**src/rtl/contador_udm_p.sv**
```systemverilog
// contador_udm_p -- parametrised up/down counter with modulus, step size,
// wrap/saturate mode, synchronous load and count-enable.
//
// Optional feature (macro CONTADOR_UDM_EDGE_EN):
//   defined   -> up/down are edge-qualified: a step happens only on a rising
//                edge of the request, so a held push-button counts once.
//   undefined -> up/down are level-sensitive: one step per enabled clock.
//
// Per-cycle priority: reset > load > single-direction enabled step > hold.
// Requests for both directions in the same cycle mean hold: no pulses, and
// ovf keeps its value.
//
// carry/borrow are registered and are high exactly in the cycle the wrapped
// count is visible. That lets a chain of digits connect carry of digit n to
// en of digit n+1, with up tied high on digit n+1.
module contador_udm_p #(
    parameter int W    = 4,
    parameter int MOD  = 10,
    parameter int STEP = 1
) (
    input  logic         clk,
    input  logic         reset,
    input  logic         en,
    input  logic         up,
    input  logic         down,
    input  logic         load,
    input  logic [W-1:0] load_val,
    input  logic         sat,
    output logic [W-1:0] count,
    output logic         at_max,
    output logic         at_min,
    output logic         carry,
    output logic         borrow,
    output logic         ovf
);

    // Limits and step, in count width and in the W+1 bit arithmetic width.
    // The extra bit keeps count+STEP and count+MOD from overflowing when MOD
    // reaches 2^W.
    localparam logic [W-1:0] MAX_W  = W'(MOD - 1);
    localparam logic [W:0]   MAX_X  = (W+1)'(MOD - 1);
    localparam logic [W:0]   MOD_X  = (W+1)'(MOD);
    localparam logic [W:0]   STEP_X = (W+1)'(STEP);

    // State registers and their next-state values
    logic [W-1:0] count_q,  count_d;
    logic         carry_q,  carry_d;
    logic         borrow_q, borrow_d;
    logic         ovf_q,    ovf_d;

    // Qualified direction requests
    logic up_req;
    logic down_req;
    logic step_up;
    logic step_dn;

    // Arithmetic intermediates, all W+1 bits wide
    logic [W:0] count_x;
    logic [W:0] sum_x;
    logic [W:0] diff_x;
    logic [W:0] up_wrap_x;
    logic [W:0] dn_wrap_x;

`ifdef CONTADOR_UDM_EDGE_EN
    logic prev_up_q;
    logic prev_down_q;

    // Remember last cycle's requests; this runs whether or not en is high,
    // so a button held while disabled does not step when en returns.
    always_ff @(posedge clk) begin
        if (reset) begin
            prev_up_q   <= 1'b0;
            prev_down_q <= 1'b0;
        end else begin
            prev_up_q   <= up;
            prev_down_q <= down;
        end
    end

    assign up_req   = up   & ~prev_up_q;
    assign down_req = down & ~prev_down_q;
`else
    assign up_req   = up;
    assign down_req = down;
`endif

    // Both directions together, or neither, is a hold
    assign step_up = en & up_req   & ~down_req;
    assign step_dn = en & down_req & ~up_req;

    // Candidate results for every step outcome
    assign count_x   = {1'b0, count_q};
    assign sum_x     = count_x + STEP_X;
    assign diff_x    = count_x - STEP_X;
    assign up_wrap_x = sum_x - MOD_X;
    assign dn_wrap_x = count_x + MOD_X - STEP_X;

    // Next-state selection following the per-cycle priority
    always_comb begin
        count_d  = count_q;
        carry_d  = 1'b0;
        borrow_d = 1'b0;
        ovf_d    = ovf_q;

        if (load) begin
            // Out-of-range load values clamp to the top of the range
            if (load_val > MAX_W) begin
                count_d = MAX_W;
            end else begin
                count_d = load_val;
            end
            ovf_d = 1'b0;
        end else if (step_up) begin
            if (sum_x <= MAX_X) begin
                count_d = W'(sum_x);
            end else begin
                // Passing the top either wraps or clips; both set ovf
                ovf_d = 1'b1;
                if (sat) begin
                    count_d = MAX_W;
                end else begin
                    count_d = W'(up_wrap_x);
                    carry_d = 1'b1;
                end
            end
        end else if (step_dn) begin
            if (count_x >= STEP_X) begin
                count_d = W'(diff_x);
            end else begin
                // Passing zero either wraps or clips; both set ovf
                ovf_d = 1'b1;
                if (sat) begin
                    count_d = '0;
                end else begin
                    count_d  = W'(dn_wrap_x);
                    borrow_d = 1'b1;
                end
            end
        end
    end

    // Counter and flag registers; reset beats everything
    always_ff @(posedge clk) begin
        if (reset) begin
            count_q  <= '0;
            carry_q  <= 1'b0;
            borrow_q <= 1'b0;
            ovf_q    <= 1'b0;
        end else begin
            count_q  <= count_d;
            carry_q  <= carry_d;
            borrow_q <= borrow_d;
            ovf_q    <= ovf_d;
        end
    end

    // Outputs: limit flags decode the count register with no extra delay
    assign count  = count_q;
    assign carry  = carry_q;
    assign borrow = borrow_q;
    assign ovf    = ovf_q;
    assign at_max = (count_q == MAX_W);
    assign at_min = (count_q == '0);

endmodule
```
**config.mk**
```make
export PLATFORM = sky130hd
export DESIGN_NAME = contador_udm_p
export DESIGN_NICKNAME = d
export VERILOG_FILES = /design/src/rtl/contador_udm_p.sv
export SDC_FILE = /design/constraint.sdc
export NUM_CORES = 1
export LEC_CHECK = 0
export ABC_AREA = 1
export CAP_MARGIN = 20
export CORE_UTILIZATION = 50
export DETAILED_ROUTE_END_ITERATION = 10
export PLACE_DENSITY = 0.87
export SLEW_MARGIN = 5
export SYNTH_ARGS = -nofsm -noshare
export SYNTH_HDL_FRONTEND = slang
export SYNTH_SLANG_ARGS = --single-unit
```
**constraint.sdc**
```tcl
create_clock -name clk -period 3.38 [get_ports clk]
set_clock_uncertainty 0.05 [all_clocks]
set_input_delay 1.014 -clock clk [delete_from_list [all_inputs] [get_ports clk]]
set_output_delay 1.014 -clock clk [all_outputs]
set_load 0.05 [all_outputs]
```
==> results of run 1 <==
-- per-layer routing --
| layer | up-vias | global-route usage (%) | wire (um) |
|---|---|---|---|
| li1 | 414 | - | - |
| met1 | 339 | 31.19 | 726 |
| met2 | 42 | 44.26 | 792 |
| met3 | 6 | 3.409 | 100 |
| met4 | 0 | 11.21 | 44 |
| met5 | - | 0 | 0 |
-- cell families (layout without fill, tap and decap cells) --
| logic type | Yosys count | after routing |
|---|---|---|
| flops | 7 | 7 |
| simple gates | 58 | 58 |
| buf+inv | 22 | 44 |
| compound gates | 20 | 20 |
| xor+xnor | 2 | 2 |
| fa+ha+maj | 5 | 5 |
-- final cells by class --
cell class	count	area share [%]
sequential	7	14.99
tap	15	2.008
multi-input combinational	85	51.41
clock buffer	4	2.811
timing repair buffer	19	20.35
inverter	21	8.434
-- through the flow --
stage	instance area, um^2	utilization [%]	cells
floorplan	710.7	-	114
global placement	908.4	68.95	147
detailed placement	908.4	68.95	147
CTS	934.6	70.94	151
global route	934.6	70.94	151
finish	934.6	70.94	151
-- Yosys cell counts, types with 2 or more instances --
master,n
ha_1,5
or2_1,2
a31oi_1,3
o21ai_0,8
nand3_1,9
nor2_1,6
nor3_1,2
inv_1,15
o21ai_1,2
a21oi_2,3
dfxtp_1,7
a21oi_1,4
inv_2,5
nand2_2,4
nand2_1,30
-- layout by cell type, fill, tap and decap left out --
cell             instances
or2_1                    2
nand2_2                  4
ha_1                     5
nand4_1                  1
nor2_2                   1
nand3_2                  1
nand2_4                  1
nor3_4                   1
clkbuf_4                 3
nor2_1                   6
inv_1                   15
a21oi_1                  4
inv_2                    5
clkinv_1                 1
clkdlybuf4s50_1         19
nand2_1                 30
xnor2_2                  1
o21ai_0                  8
a21oi_2                  3
nor3_1                   2
o21ai_1                  2
dfxtp_1                  7
nand3_1                  9
clkbuf_1                 1
xor2_1                   1
a31oi_1                  3
-- worst reg2reg max path: stages, from the launching register on --
cell and delay, ns:
dfxtp_1 0.48, inv_2 0.11, ha_1 0.35, inv_1 0.11
ha_1 0.19, nand2_1 0.06, nand2_1 0.04, nand2_1 0.05
nand2_1 0.05, nand2_2 0.08, nand2_4 0.08, a21oi_1 0.18
nand2_1 0.07, nand2_1 0.07, a21oi_2 0.04
-- worst max path at each step --
| stage | from | to | slack, ns | depth (start not counted) |
|---|---|---|---|---|
| after floorplan | count[0]$_SDFFE_PP0P_ | at_max | 0.25 | 3 |
| after global placement | count[0]$_SDFFE_PP0P_ | at_max | 0.70 | 4 |
| after detailed placement | count[0]$_SDFFE_PP0P_ | at_max | 0.67 | 4 |
| after CTS | count[0]$_SDFFE_PP0P_ | at_max | 0.39 | 4 |
| after global routing | count[0]$_SDFFE_PP0P_ | at_max | 0.30 | 4 |
| final | count[0]$_SDFFE_PP0P_ | at_max | 0.38 | 4 |
-- power by group --
group	switching, W	leakage (nW)	internal (W)
combinational	0.000110	0.349	0.0000650
clock	0.0000343	0.0150	0.0000453
sequential	0.0000122	0.0575	0.0000883
-- state kept, by name, indices dropped and copies added (netlist names) --
signal / count
borrow: 1
count: 4
carry: 1
ovf: 1
==> flow_summary.yaml, run 1 <==
floorplanning:
  die_w_um: 39.70
  initial_core_util_pct: 53.94
  io_pins: 20
  die_h_um: 39.70
  dieArea_um2: 1576
  core_area_um2: 1318
  row_count: 13
synthesis:
  synth_ff_type: "dfxtp_1"
  synthXorXnorAreaFrac_pct: 3.521
  syn_area_um2: 710.7
  synthSimpleGateAreaFrac_pct: 39.08
  synth_edf_count: 0
  ys_ff_latch: 7
  syn-num-nets: 130
  netlist_instances: 114
  synthArstFlopShare_pct: 0
  netlist-cell-type-count: 24
  synth_area_per_cell_um2: 6.234
  yosysWarningCount: 0
  synthMuxAreaShare_pct: 0
  synth_largest_area_cell: "dfxtp_1"
  yosysSeqAreaShare_pct: 19.72
  synth_top_family_by_area: "simple AND/OR/NAND/NOR gates"
  yosys-top-cells-area: "dfxtp_1 20%, nand2_1 16%, ha_1 8.8%"
  synth_compound_area_share_pct: 16.20
  yosysTopAreaCellShare_pct: 19.72
  synthAdderAreaFrac_pct: 8.803
layout:
  syn2layout_area_growth_pct: 31.51
  nFillCells: 115
  antennaDiodeCount: 0
  seq_area_um2: 140.1
  multiInputGateArea_um2: 480.5
  fin_nets: 153
  drive_gt1_share_pct: 14.71
power_and_ir_drop:
  p_total_w: 0.0003555
  leakagePower_nw: 0.4218
  worst_ir_drop_vdd_v: 0.0003066
  p_per_area_nw_per_um2: 380.4
clock_tree:
  cts_resized: 0
  cts_sinks: 7
  cts_setup_buffers: 0
  clockBufferDepth: 2
  clkTransAtPathRegs_ns: 0.06
  htreeDepth: 1
  cts_tree: "built"
  cts_made_buffers: 3
  clk_latency_ns: 0.26
  root_buffer: "clkbuf_4"
  cts_hold_buf: 0
setup_path:
  reg2reg_to: "count[3]$_SDFFE_PP0P_"
  path_class: "reg -> out"
  reg2reg_depth: 14
  crit_path_end_kind: "output pin"
  startpoint_type: "register"
  crit_path_max_incr_delay_ns: 0.82
  worst_path_dominant_cell_family: "buffers and inverters"
  r2r_start: "count[0]$_SDFFE_PP0P_"
  cp_max_fo: 8
  cp.required_ns: 2.32
  critical_path_buf_inv_count: 2
  path_cells: "ha_1 -> inv_1 -> nor3_1 -> clkdlybuf4s50_1"
  crit_path_top_delay_cell: "clkdlybuf4s50_1"
  arrival_ns: 1.94
  r2r_slack_ns: 1.23
sta:
  hold_slack_ns: 0.4182
  timing.final.crit_share_pct: 88.83
  finalWorstSetupSlack_ns: 0.3775
  hold_violations: 0
  grt_setup_unrepaired: "no"
  tns_ns: 0
  fin_crit_ns: 3.002
  setup_viol: 0
  maxSlewHeadroom_pct: 66.43
  max_freq_ghz: 0.3331
  tightestPinTransition_ns: 0.5019
  drv_slew: 0
detailed_routing:
  num_vias: 801
  dr.pass1.iters: 4
  vias_per_cell: 5.305
  route.detailed.drc: 0
  drt.antenna.violating_nets: 0
  post_drt_wl_per_cell_um: 11.03
  drt_iter0_markers: 35
  totalWireLength_um: 1665
placed_design:
  place.gp.congestion: 0.8962
  io_buffers: 19
  dp_hpwl_um: 1333
  dp_worst_setup_slack_ns: 0.6697
global_route:
  grt_pass1_wl_um: 2711
  grt_pass1_vias: 654
  grt.total_usage_pct: 25.73
  grt_overflow_total: 0
  antenna_found_initial: 0
  grt_max_degree: 11
worst_hold_path:
  holdPathEnd: "ovf$_SDFFE_PP0P_"
  hold_start: "ovf$_SDFFE_PP0P_"
  hp-class: "reg -> reg"
  min_path_cells: 2
status:
  status: "finished, final reports clean"
flow_run:
  cap_violations: 0
Note: power is estimated with default switching activity, not from simulation.
==> run 2: changes to the inputs <==
Settings changed: CTS_CLUSTER_DIAMETER set to 100.
==> results of run 2 <==
Final layout, timing and power as in run 1 (identical DEF).
==> run 3: changes to the inputs <==
Settings changed: SKIP_CTS_REPAIR_TIMING set to 1.
==> results of run 3 <==
Final layout, timing and power as in run 1 (identical DEF).
==> patch 1: new RTL, config.mk and constraints of run 3 <==
Build with the macro `CONTADOR_UDM_EDGE_EN` defined.
--- a/src/rtl/contador_udm_p.sv
+++ b/src/rtl/contador_udm_p.sv
@@ -15,2 +15,4 @@
 // en of digit n+1, with up tied high on digit n+1.
+`define CONTADOR_UDM_EDGE_EN
+
 module contador_udm_p #(
Check against the original RTL: not equivalent (Yosys sat finds a counterexample within 4 cycles, from zero or initial values and one cycle with reset high).
==> patch 1 against run 3 <==
  * Worst setup slack gained 0.029 ns
  * Area after synthesis grew 11%
  * Sequential share of layout area grew 2.8 points
  * Wire length grew 0.36%
  * Power grew 10%
  * Final cell count grew 4.0%
  * Sequential cell count grew 2
  * Cell area grew 8.4%
  * Critical path type unchanged
  * Critical endpoint unchanged
  * Highest routed layer unchanged
==> patch 1: results (changes against run 3) <==
global_routing:
  grt_start_max_net_pins: 12  # +1
  grt.met2_usage_pct: 34.4  # -9.9 points
  initial_antenna_violation_count: 0  # unchanged
  groute.usage.overall_pct: 21.8  # -3.9 points
  grt.met1_usage_pct: 29.6  # -1.6 points
  grt_pass1_vias: 745  # +14%
  grt_first_pass_wirelength_mm: 3.03  # +12%
  grt.met3_usage_pct: 2.61  # -0.80 points
place:
  gp_congestion: 0.902  # +0.62%
  place_ws_ns: 0.703  # +0.0328 ns
  dp_hpwl_mm: 1.33  # -0.32%
  placedInstanceArea_um2: 987  # +8.7%
  port-buffer-count: 19  # unchanged
  dpl.cell_count: 153  # +4.1%
power:
  worst_ir_drop_vdd_mv: 0.244  # -21%
  clock_share_of_power_pct: 22.1  # -0.3 points
  finalPower_uw: 392  # +10%
  p_leak_nw: 0.474  # +12%
  power.net_switching_uw: 167  # +6.4%
  power.combinational.total_uw: 181  # +3%
clock_tree:
  ctsRootBufferMaster: "clkbuf_4"
  clk_pin_slew_ns: 0.06  # about the same
synth:
  sequential_to_total_area_share_from_yosys_stat_pct: 22.8  # +3.1 points
  complex_gate_fraction_of_the_synthesized_area_pct: 13.9  # -2.3 points
  yosys-top-cells-count: "22 x nand2_1, 16 x inv_1, 12 x nand3_1, 11 x nor2_1, 9 x dfxtp_1"
  synth-xor-area-share_pct: 0  # -3.5 points
  yosys-mux-area-fraction_pct: 0  # unchanged
  post_synthesis_share_of_cell_area_spent_on_full_adders_half_adders_and_majority_gates_pct: 7.92  # -0.88 points
  synthesis.instances: 120  # +5.3%
  synth_top_cells_by_area: "dfxtp_1 23%, nand2_1 10%, ha_1 7.9%, nand3_1 7.6%, inv_1 7.6%"
  asyncSetResetFlopFracSynth_pct: 0  # unchanged
  synthesis.nets: 136  # +4.6%
critical_path:
  launch_point_of_the_worst_reg_to_reg_path: "count[0]$_SDFFE_PP0P_"
  reg2reg_setup_slack_ns: 1.27  # +0.04 ns
  regToRegEndpoint: "count[2]$_SDFFE_PP0P_"
  slowest_stage: "clkdlybuf4s50_1"
  start_point_of_the_critical_path: "count[1]$_SDFFE_PP0P_"
  worst-endpoint-arrival_ns: 1.91  # -0.03 ns
  worst_r2r_path_depth: 12  # -2
  cp_max_fo: 7  # -1
finish:
  final_cells: 157  # +4.0%
  final_nets: 159  # +3.9%
  drive_gt1_share_pct: 16.9  # +2.2 points
  number_of_flip_flops_in_the_largest_register: 4  # unchanged
  multi_input_area_um2: 519  # +8.1%
  fill_cells: 115  # unchanged
routing:
  dr_total_vias: 832  # +3.9%
  met3_wirelength_um: 88  # -12%
  firstDrtPassIters: 4  # unchanged
  met1Wirelength_um: 765  # +5.4%
  postRouteWirelength_mm: 1.67  # +0.36%
  top_signal_layer_used: "met4"
  dr_wl_met2_um: 785  # -0.88%
  drt_first_iter_violations: 18  # -49%
sta:
  achievable-frequency_mhz: 336  # +0.99%
  slew-limit-headroom_pct: 66.6  # +0.19 points
  hold_slack_ns: 0.496  # +0.0775 ns
run_status:
  outcome: "complete, no violations"
worst_hold_path:
  min_from: "ovf$_SDFFE_PP0P_"
## patch 1: cell types whose count changed in the layout (fill, tap and decap cells not counted), moves of 2 or more
cell,run 3,this run
a21oi_1,4,8
a21oi_2,3,1
nand2_1,30,22
nand2_4,1,4
a31oi_1,3,0
nand3_2,1,3
nor2_1,6,11
dfxtp_1,7,9
nand3_1,9,12
## patch 1: worst max path at each step
stage	to	cells past startpoint
2_1_floorplan	at_max	3
3_3_place_gp	at_max	5
3_5_place_dp	at_max	5
4_1_cts	at_max	5
5_1_grt	at_max	4
6_report	at_max	5
## patch 1: layout make-up
class,count,area share (%)
multi-input cells,89,51.2
inverters,21,7.78
well taps,15,1.85
repair buffers,19,18.8
clock buffers,4,2.59
flip-flops and latches,9,17.8
## patch 1: cells by family after synthesis
logic type	after synthesis
compound gates	20
fa+ha+maj	5
simple gates	64
buf+inv	22
flops	9
==> patch 2: new RTL, settings of run 3 <==
Made on the original files. Put a register stage on the outputs `at_max` and `at_min`, without a reset. The values now appear one clock later. The other outputs are not delayed to match.
--- a/src/rtl/contador_udm_p.sv
+++ b/src/rtl/contador_udm_p.sv
@@ -161,4 +161,6 @@
     assign ovf    = ovf_q;
-    assign at_max = (count_q == MAX_W);
-    assign at_min = (count_q == '0);
+    always_ff @(posedge clk) begin
+        at_max <= (count_q == MAX_W);
+        at_min <= (count_q == '0);
+    end
 
Function: changed (Yosys sat finds a counterexample within 4 cycles, from zero or initial values and one cycle with reset high).
==> patch 2 against run 3 <==
  * Worst setup slack improved by 0.17 ns
  * Wire length fell by 2.1%
  * Sequential cell count rose by 2
  * Critical path depth down 3
  * Cell area rose by 2.1%
  * Highest routed layer is now met3
  * Via count decreased by 0.62%
  * Power increased by 6.4%
  * Largest cell class unchanged
  * Global-route usage is 1.8 points lower
  * Combinational power is 3% lower
  * Area after synthesis increased by 2.8%
  * Final cell count is 1.3% lower
==> patch 2: results (changes against run 3) <==
critical_path:
  slowest_stage: "clkdlybuf4s50_1"
  cp_max_fo: 10  # +2
  reg2reg_setup_slack_ns: 1.15  # -0.08 ns
  regToRegEndpoint: "count[1]$_SDFFE_PP0P_"
  worst-endpoint-arrival_ns: 1.76  # -0.18 ns
  launch_point_of_the_worst_reg_to_reg_path: "count[0]$_SDFFE_PP0P_"
  critical_path_max_stage_delay_ns: 0.90  # +0.08 ns
  worst_r2r_path_depth: 14  # unchanged
  critical-path-top-delay-family: "buffers and inverters"
synth:
  yosysWarnings: 0  # unchanged
  synthesis.instances: 112  # -1.8%
  asyncSetResetFlopFracSynth_pct: 0  # unchanged
  synthDistinctLibCells: 23  # -4.2%
  synth_top_cells_by_area: "dfxtp_1 25%, nand2_1 14%, inv_1 9.2%, ha_1 8.6%, a21oi_1 6.2%"
  yosys-top-cells-count: "27 x nand2_1, 18 x inv_1, 9 x a21oi_1, 9 x dfxtp_1, 9 x nand3_1"
  sequential_to_total_area_share_from_yosys_stat_pct: 24.7  # +4.9 points
  synthesis.nets: 128  # -1.5%
routing:
  postRouteWirelength_mm: 1.63  # -2.1%
  firstDrtPassIters: 4  # unchanged
  drt_first_iter_violations: 20  # -43%
  vias_per_cell: 5.34  # +0.71%
  drt-wirelength-per-cell_um: 10.9  # -0.79%
worst_hold_path:
  hold_path_depth: 2  # unchanged
  min_from: "ovf$_SDFFE_PP0P_"
  worstHoldPathType: "reg2reg"
  worstHoldEndpoint: "ovf$_SDFFE_PP0P_"
place:
  placedInstanceArea_um2: 928  # +2.2%
  dp_hpwl_mm: 1.31  # -2.1%
  dpl.cell_count: 145  # -1.4%
  place_ws_ns: 0.817  # +0.147 ns
  port-buffer-count: 19  # unchanged
  gp_congestion: 0.923  # +3.0%
clock_tree:
  ctsRootBufferMaster: "clkbuf_4"
  clock_insertion_delay_worst_skew_ns: 0.26  # about the same
  cts_inserted_buffers: 3  # unchanged
  max-clock-path-buffers: 2  # unchanged
  htreeDepth: 1  # unchanged
  clk_pin_slew_ns: 0.06  # about the same
sta:
  slew-limit-headroom_pct: 66.9  # +0.44 points
  final_max_slew_viol_count: 0  # unchanged
global_routing:
  groute.usage.overall_pct: 23.9  # -1.8 points
  grt_first_pass_wirelength_mm: 2.64  # -2.8%
  grt.met1_usage_pct: 31.0  # -0.16 points
  initial_antenna_violation_count: 0  # unchanged
  grt_start_max_net_pins: 11  # unchanged
  grt_pass1_vias: 648  # -0.92%
  grt.met2_usage_pct: 39.1  # -5.1 points
  grt.met3_usage_pct: 8.89  # +5.5 points
power:
  p_leak_nw: 0.453  # +7.4%
  worst_ir_drop_vdd_mv: 0.236  # -23%
finish:
  num_antenna_cells: 0  # unchanged
  fill_cells: 126  # +9.6%
  drive_gt1_share_pct: 10.4  # -4.3 points
  number_of_flip_flops_in_the_largest_register: 4  # unchanged
job:
  cap_viol_max_count: 0  # unchanged
run_status:
  outcome: "complete, no violations"
[patch 2: changes by cell type in the layout (fill, tap and decap cells not counted), sizes merged, moves of 3 or more]
cell and change:
nand2 -3, a31oi -3, a21oi +3, o21ai -5
[patch 2: worst min-delay path: stages (launching register included)]
cell and delay, ns:
dfxtp_1 0.31, a21oi_1 0.10, a21oi_1 0.07
[patch 2: per-layer routing]
layer,vias to the layer above,part of all wire (%)
li1,406,-
met1,355,47
met2,35,47
met3,0,5.9
met4,0,0
met5,-,0
[patch 2: cells by family (layout without fill, tap and decap cells)]
family                   Yosys count  in the layout  synth area share, %
AO/OA/AOI/OAI                     19             19                 14.9
buffers and inverters             21             43                 11.8
adder cells (fa/ha/maj)            5              5                 8.56
flip-flops                         9              9                 24.7
XOR/XNOR                           2              2                 4.97
AND/OR/NAND/NOR                   56             56                 35.1
[patch 2: metrics by stage]
step | total power, mW | hold slack, ns
6_report | 0.378 | 0.475
5_1_grt | 0.405 | 0.517
4_1_cts | 0.379 | 0.477
3_5_place_dp | 0.298 | 0.466
3_3_place_gp | 0.295 | 0.459
2_1_floorplan | 0.250 | 0.697
[patch 2: power by group]
part / switching [mW] / total, mW / internal (mW)
sequential: 0.0129 / 0.128 / 0.115
combinational: 0.105 / 0.169 / 0.0647
clock: 0.0359 / 0.0813 / 0.0453
total: 0.153 / 0.378 / 0.225
[patch 2: cell type report]
type                       instances  area, um^2  area share, %
tap                               15        18.8           1.97
timing repair buffer              19         190           19.9
sequential                         9         180           18.9
multi-input combinational         82         464           48.6
inverter                          20        75.1           7.86
clock buffer                       4        26.3           2.75
[patch 2: worst max path at each step]
stage / slack (ns) / start / endpoint / cells after the start
final: 0.55 / count[2]$_SDFFE_PP0P_ / count[2] / 1
after global routing: 0.45 / count[2]$_SDFFE_PP0P_ / count[2] / 1
after CTS: 0.55 / count[2]$_SDFFE_PP0P_ / count[2] / 1
after detailed placement: 0.82 / en / count[1]$_SDFFE_PP0P_ / 12
after global placement: 0.81 / count[2]$_SDFFE_PP0P_ / count[2] / 1
after floorplan: 1.02 / count[0]$_SDFFE_PP0P_ / count[1]$_SDFFE_PP0P_ / 14
